File: src/rtl/solicitud_peatonal.sv
// Pedestrian request conditioner: synchronizer, debounce, press pulse, request latch with blinking wait LED.
// Define SOLICITUD_BLOQUEO_EN to add a post-service lockout (BLOQUEO) after each ack.
module solicitud_peatonal #(
   parameter int FRECUENCIA_RELOJ    = 100_000_000,
   parameter int TIEMPO_REBOTE_MS    = 10,
   parameter int TIEMPO_BLOQUEO_S    = 2,
   parameter int PERIODO_PARPADEO_MS = 500
) (
   input  logic       reloj,
   input  logic       reset,
   input  logic       boton,
   input  logic       ack,
   output logic       solicitud,
   output logic       boton_limpio,
   output logic       pulso_boton,
   output logic       led_espera,
   output logic [7:0] contador_solicitudes
);
   localparam logic [31:0] CICLOS_REBOTE  = 32'(FRECUENCIA_RELOJ / 1000 * TIEMPO_REBOTE_MS);
   localparam logic [31:0] CICLOS_MEDIO   = 32'(FRECUENCIA_RELOJ / 1000 * PERIODO_PARPADEO_MS / 2);
   localparam logic [31:0] CICLOS_BLOQUEO = 32'(FRECUENCIA_RELOJ * TIEMPO_BLOQUEO_S);

   // Terminal-count compares below use N-1, so a zero count would wrap silently.
   if (CICLOS_REBOTE == 0 || CICLOS_MEDIO == 0 || CICLOS_BLOQUEO == 0) begin : g_param_check
      $error("solicitud_peatonal: derived cycle counts must be non-zero");
   end

   typedef enum logic [1:0] {
      REPOSO    = 2'b00,
      PENDIENTE = 2'b01,
      BLOQUEO   = 2'b10
   } estado_t;

   logic        sync_a_reg;
   logic        sync_b_reg;
   logic        limpio_reg;
   logic        limpio_prev_reg;
   logic        pulso_reg;
   logic [31:0] rebote_cnt_reg;
   estado_t     estado_reg;
   estado_t     estado_next;
   logic [7:0]  contador_reg;
   logic        led_reg;
   logic [31:0] parpadeo_cnt_reg;

   always_ff @(posedge reloj) begin
      if (reset) begin
         sync_a_reg      <= 1'b0;
         sync_b_reg      <= 1'b0;
         limpio_reg      <= 1'b0;
         limpio_prev_reg <= 1'b0;
         pulso_reg       <= 1'b0;
         rebote_cnt_reg  <= '0;
      end else begin
         sync_a_reg      <= boton;
         sync_b_reg      <= sync_a_reg;
         limpio_prev_reg <= limpio_reg;
         pulso_reg       <= limpio_reg & ~limpio_prev_reg;
         if (sync_b_reg == limpio_reg) begin
            rebote_cnt_reg <= '0;
         end else if (rebote_cnt_reg == CICLOS_REBOTE - 32'd1) begin
            limpio_reg     <= sync_b_reg;
            rebote_cnt_reg <= '0;
         end else begin
            rebote_cnt_reg <= rebote_cnt_reg + 32'd1;
         end
      end
   end

`ifdef SOLICITUD_BLOQUEO_EN
   logic [31:0] bloqueo_cnt_reg;

   // Held at zero outside BLOQUEO so every lockout starts from a fresh count.
   always_ff @(posedge reloj) begin
      if (reset || estado_reg != BLOQUEO) begin
         bloqueo_cnt_reg <= '0;
      end else begin
         bloqueo_cnt_reg <= bloqueo_cnt_reg + 32'd1;
      end
   end
`endif

   always_ff @(posedge reloj) begin
      if (reset) begin
         estado_reg <= REPOSO;
      end else begin
         estado_reg <= estado_next;
      end
   end

   always_comb begin
      estado_next = REPOSO;
      case (estado_reg)
         REPOSO:    estado_next = pulso_reg ? PENDIENTE : REPOSO;
`ifdef SOLICITUD_BLOQUEO_EN
         PENDIENTE: estado_next = ack ? BLOQUEO : PENDIENTE;
         BLOQUEO:   estado_next = (bloqueo_cnt_reg == CICLOS_BLOQUEO - 32'd1) ? REPOSO : BLOQUEO;
`else
         PENDIENTE: estado_next = ack ? REPOSO : PENDIENTE;
`endif
         default:   estado_next = REPOSO;
      endcase
   end

   // Counting and blinking follow the state transition, so both are registered alongside it.
   always_ff @(posedge reloj) begin
      if (reset) begin
         contador_reg     <= '0;
         led_reg          <= 1'b0;
         parpadeo_cnt_reg <= '0;
      end else begin
         if (estado_reg == REPOSO && pulso_reg && contador_reg != 8'hFF) begin
            contador_reg <= contador_reg + 8'd1;
         end
         if (estado_next != PENDIENTE) begin
            led_reg          <= 1'b0;
            parpadeo_cnt_reg <= '0;
         end else if (estado_reg != PENDIENTE) begin
            led_reg          <= 1'b1;
            parpadeo_cnt_reg <= '0;
         end else if (parpadeo_cnt_reg == CICLOS_MEDIO - 32'd1) begin
            led_reg          <= ~led_reg;
            parpadeo_cnt_reg <= '0;
         end else begin
            parpadeo_cnt_reg <= parpadeo_cnt_reg + 32'd1;
         end
      end
   end

   assign solicitud            = (estado_reg == PENDIENTE);
   assign boton_limpio         = limpio_reg;
   assign pulso_boton          = pulso_reg;
   assign led_espera           = led_reg;
   assign contador_solicitudes = contador_reg;
endmodule
File: config.mk
export PLATFORM = sky130hd
export DESIGN_NAME = solicitud_peatonal
export DESIGN_NICKNAME = d
export VERILOG_FILES = /design/src/rtl/solicitud_peatonal.sv
export SDC_FILE = /design/constraint.sdc
export NUM_CORES = 1
export LEC_CHECK = 0
export CELL_PAD_IN_SITES_DETAIL_PLACEMENT = 0
export CELL_PAD_IN_SITES_GLOBAL_PLACEMENT = 1
export CORE_UTILIZATION = 45
export DETAILED_ROUTE_END_ITERATION = 6
export PLACE_DENSITY = 0.83
export RECOVER_POWER = 50
export SYNTH_ARGS = -nofsm -noshare
export SYNTH_HDL_FRONTEND = slang
export SYNTH_SLANG_ARGS = --single-unit
File: constraint.sdc
create_clock -name reloj -period 4.9 [get_ports reloj]
set_input_delay 0.98 -clock reloj [delete_from_list [all_inputs] [get_ports reloj]]
set_output_delay 0.98 -clock reloj [all_outputs]
set_load 0.1 [all_outputs]
# Word-level counts from Yosys, hierarchy flattened
# Index checks and enable logic that the tools add are counted.
# Widths: inputs -> output; s select.
# word_totals
regBits	80
out_inout_bits	12
elab_cells	37
# op_classes
add_sub_neg	3
eq_ne	7
n_mux	5
n_bitwise	4
n_reduce_logical	8
# ops
op	count
$add 32x1->32 const B	2
$eq 32x20->1 const B	1
$eq 32x25->1 const B	1
$add 8x1->8 const B	1
$ne 8x8->1 const B	1
$mux 1	4
$ne 2x1->1 const B	2
$reduce_or 4->1	1
$not 1->1	3
$reduce_or 3->1	1
$eq 2x1->1 const B	1
$logic_and 1x1->1	2
$logic_not 2->1	1
$pmux 1 s2	1
$reduce_and 2->1	1
$reduce_bool 2->1	1
$reduce_or 2->1	1
$and 1x1->1	1
$eq 1x1->1	1

# Logic depth before layout (Yosys ltp)
# depth
depth_word	4
mapped_depth	7

# Worst setup path before layout
# No wires, ideal clock.
# synth_path
path_type	reg2reg
start	register contador_reg[0] (netlist: contador_solicitudes[0])
end	register contador_reg[4] (netlist: contador_solicitudes[4])
arrival_time_ns	2.040
slack_ns	2.732
path_stages_with_launch	6
cell_sequence	dfxtp_1 > ha_1 > nand2_1 > a2111oi_0 > xnor2_1 > nor2_1
# synth_via
elab_chain_cells	2
elab_cells_between_ends	3
cone_classes	add/sub: 1; eq/ne: 1; reduce/logical: 1
# synth_rtl
element	line_no	rtl
from (decl)	42	logic [7:0] contador_reg;
from (signal assigned)	113	contador_reg <= contador_reg + 8'd1;
parallel branches: the longest is 2 deep, another holds $add 8x1->8	n/a	
# Several ways; the timed one is not identified.
# A chain may end at the register's enable or synchronous reset.

# Worst setup path after layout
# layout_path
start	input port reset
end	register parpadeo_cnt_reg[31]
# layout_via
elab_chain_cells	1
# layout_rtl
element	line_no	rtl
from (decl)	10	input logic reset,
$reduce_or 4->1 (no line)	n/a	
to (signal assigned)	125	parpadeo_cnt_reg <= parpadeo_cnt_reg + 32'd1;
to (decl)	44	logic [31:0] parpadeo_cnt_reg;
# Every way passes these cells.

==> flow_metrics.env <==
export IMPL_antenna_found_initial=0
export IMPL_required_ns=5.14
export IMPL_power_density_nw_per_um2=281.8
export IMPL_drt_iter0_drc=109
export IMPL_fin_crit_sh_pct=71.20
export IMPL_tightestPinTransition_ns=2.029
export IMPL_port_buffer_count=15
export IMPL_synth_edf_count=0
export IMPL_drc=0
export IMPL_die_area_um2=8751
export IMPL_min_delay_start="limpio_prev_reg"
export IMPL_reg2reg_to="rebote_cnt_reg[25]"
export IMPL_finalPower_mw=1.171
export IMPL_die_y_um=93.55
export IMPL_synth_seq_cells=79
export IMPL_reg2reg_from="rebote_cnt_reg[27]"
export IMPL_drtAntennaViolNets=0
export IMPL_maxCapViolCount=2
export IMPL_rsz0062_at_grt="no"
export IMPL_yosysSeqAreaShare_pct=41.94
export IMPL_hold_violations=0
export IMPL_fillers=772
export IMPL_synth_async_reset_ratio_pct=0
export IMPL_final_cell_area_um2=4154
export IMPL_cp_end_kind="flip-flop"
export IMPL_cts_tree="built"
export IMPL_wl_per_cell_um=14.13
export IMPL_grt_pass1_wl_um=12960
export IMPL_cts_hold_fix_buffers=0
export IMPL_holdPathStages=1
export IMPL_netlist_instances=430
export IMPL_diodes=0
export IMPL_status="finished with violations"
export IMPL_postSynthAreaPerCell_um2=8.770
export IMPL_setup_tns_ns=0
export IMPL_grt_use_total_pct=18.51
export IMPL_slew_headroom_pct=-35.26
export IMPL_hpwl_um=5094
export IMPL_firstDrtPassIters=4
export IMPL_hold_path_class="reg -> reg"
export IMPL_nets=442
export IMPL_worst_r2r_cell_count=5
export IMPL_die_width_um=93.55
export IMPL_root_buffer="clkbuf_8"
export IMPL_drv_slew=48
export IMPL_synth_main_ff_cell="dfxtp_1"
export IMPL_start_util_pct=46.13
export IMPL_placed_area_um2=3965
export IMPL_crit_type="in -> reg"
export IMPL_grt_overflow_total=0
export IMPL_synth_cell_types=44
export IMPL_clock_skew_ns=0.01108
export IMPL_grt_pass1_vias=2799
export IMPL_layout_drive_gt1_share_pct=5.695
export IMPL_worst_ep_arrival_time_ns=3.73
export IMPL_critPathMaxFanout=32
export IMPL_core_um2=8175
export IMPL_syn_to_final_growth_pct=10.15
export IMPL_failed_checks="max-capacitance violations, max-slew violations"
export IMPL_rows=33
export IMPL_syn_num_nets=437
export IMPL_syn_cell_area_um2=3771
export IMPL_insertion_delay_ns=0.35
export IMPL_p_leak_nw=1.146
export IMPL_path_clk_slew_ns=0.08
export IMPL_drt_wl_total_um=7689
export IMPL_post_cts_resized=0
export IMPL_finalSetupViolCount=0
export IMPL_setup_worst_path_start="reset"
export IMPL_reg2reg_slack_ns=1.88
export IMPL_htreeDepth=3
export IMPL_vias_per_cell=5.776
export IMPL_hold_ws_ns=0.3880
export IMPL_holdPathEnd="pulso_boton"
export IMPL_startpoint_type="primary input"
export IMPL_grt_max_degree=33
export IMPL_period_minus_slack_ns=3.489
export IMPL_fmax_mhz=286.6
export IMPL_clock_path_buffers=2
export IMPL_vias=3142
export IMPL_ir_drop_v=0.0001582
export IMPL_yosys_warnings=0
export IMPL_pre_cts_slack_ns=2.053
export IMPL_cts_buffers=9
export IMPL_place_congestion=0.7717
export IMPL_num_io_pins=16
export IMPL_setup_ws_ns=1.411
export IMPL_numClockSinks=79
export IMPL_cts_setup_buffers=0
layout by cell type (no fill, tap or decap), drive strengths merged, types with 3 or more instances in the layout:
cell           synthesis  final
dfxtp                 79     79
nor4b                  4      4
o21ai                 16     16
nor2                  27     27
and4                   8      8
nor4                   8      8
clkbuf                14     11
xor2                   8      8
clkdlybuf4s50          0     14
nand4                 15     15
o31ai                 20     20
nand2                 25     25
ha                     3      3
a211oi                18     18
nor3                  25     25
and3                   8      8
nand3                 22     22
or4                   25     25
inv                   13     13
xnor2                 22     22
a21oi                 20     20
or3                   16     16
nand2b                 4      4
metal layers:
| metal | vias to the layer above | GRT usage, % | share of wire [%] |
|---|---|---|---|
| li1 | 1617 | - | - |
| met1 | 1486 | 24.38 | 48 |
| met2 | 32 | 29.84 | 48 |
| met3 | 7 | 4.634 | 2.7 |
| met4 | 0 | 5.385 | 0.88 |
| met5 | - | 0 | 0 |
worst max-delay path by stage:
stage               slack, ns                 endpoint  cells after the start
floorplan                2.73  contador_solicitudes[4]                      5
global placement         2.06     parpadeo_cnt_reg[31]                      4
detailed placement       2.05     parpadeo_cnt_reg[31]                      4
CTS                      1.95  contador_solicitudes[3]                      1
global route             1.18     parpadeo_cnt_reg[31]                      4
finish                   1.41     parpadeo_cnt_reg[31]                      4
cell families after synthesis:
group,after synthesis,synth area share [%]
xor+xnor,30,6.967
fa+ha+maj,3,0.9955
simple gates,197,30.26
mux,2,0.5309
compound gates,83,14.93
buf+inv,36,4.380
flops,79,41.94
cell usage after synthesis, drive strengths merged (15+ instances only):
cell type  count  area, um^2
a211oi        18       160.2
nor3          25       125.1
or3           16       101.4
or4           25       191.4
o31ai         20       150.1
nand3         22       115.1
nand2         25       93.84
nand4         15       108.9
o21ai         16       80.08
a21oi         20       100.1
dfxtp         79        1582
nor2          27       101.4
xnor2         22       192.7
per-stage QoR:
step           utilization [%]  std cells
3_5_place_dp             48.50        529
4_1_cts                  51.09        544
3_3_place_gp             48.50        529
6_report                 50.81        544
5_1_grt                  50.81        544
2_1_floorplan                -        430
critical path, stage by stage:
cell,delay (ns)
dlygate4sd3_1,0.85
or2_0,1.55
nor2_1,0.09
and3_1,0.26
report_power, final:
part | leakage (nW) | internal [mW] | switching, mW
sequential | 0.636 | 0.642 | 0.000569
clock | 0.0986 | 0.285 | 0.235
combinational | 0.411 | 0.00337 | 0.00438
total | 1.15 | 0.931 | 0.240
final cells by class:
type | instances | area (um^2) | share of cell area, %
clock inverters | 5 | 83.83 | 2.018
well taps | 105 | 131.4 | 3.163
repair buffers | 17 | 161.4 | 3.886
inverters | 13 | 48.80 | 1.175
clock buffers | 10 | 127.6 | 3.072
multi-input cells | 315 | 2019 | 48.61
flip-flops and latches | 79 | 1582 | 38.07
No activity file was read; power rests on OpenSTA's default activity.
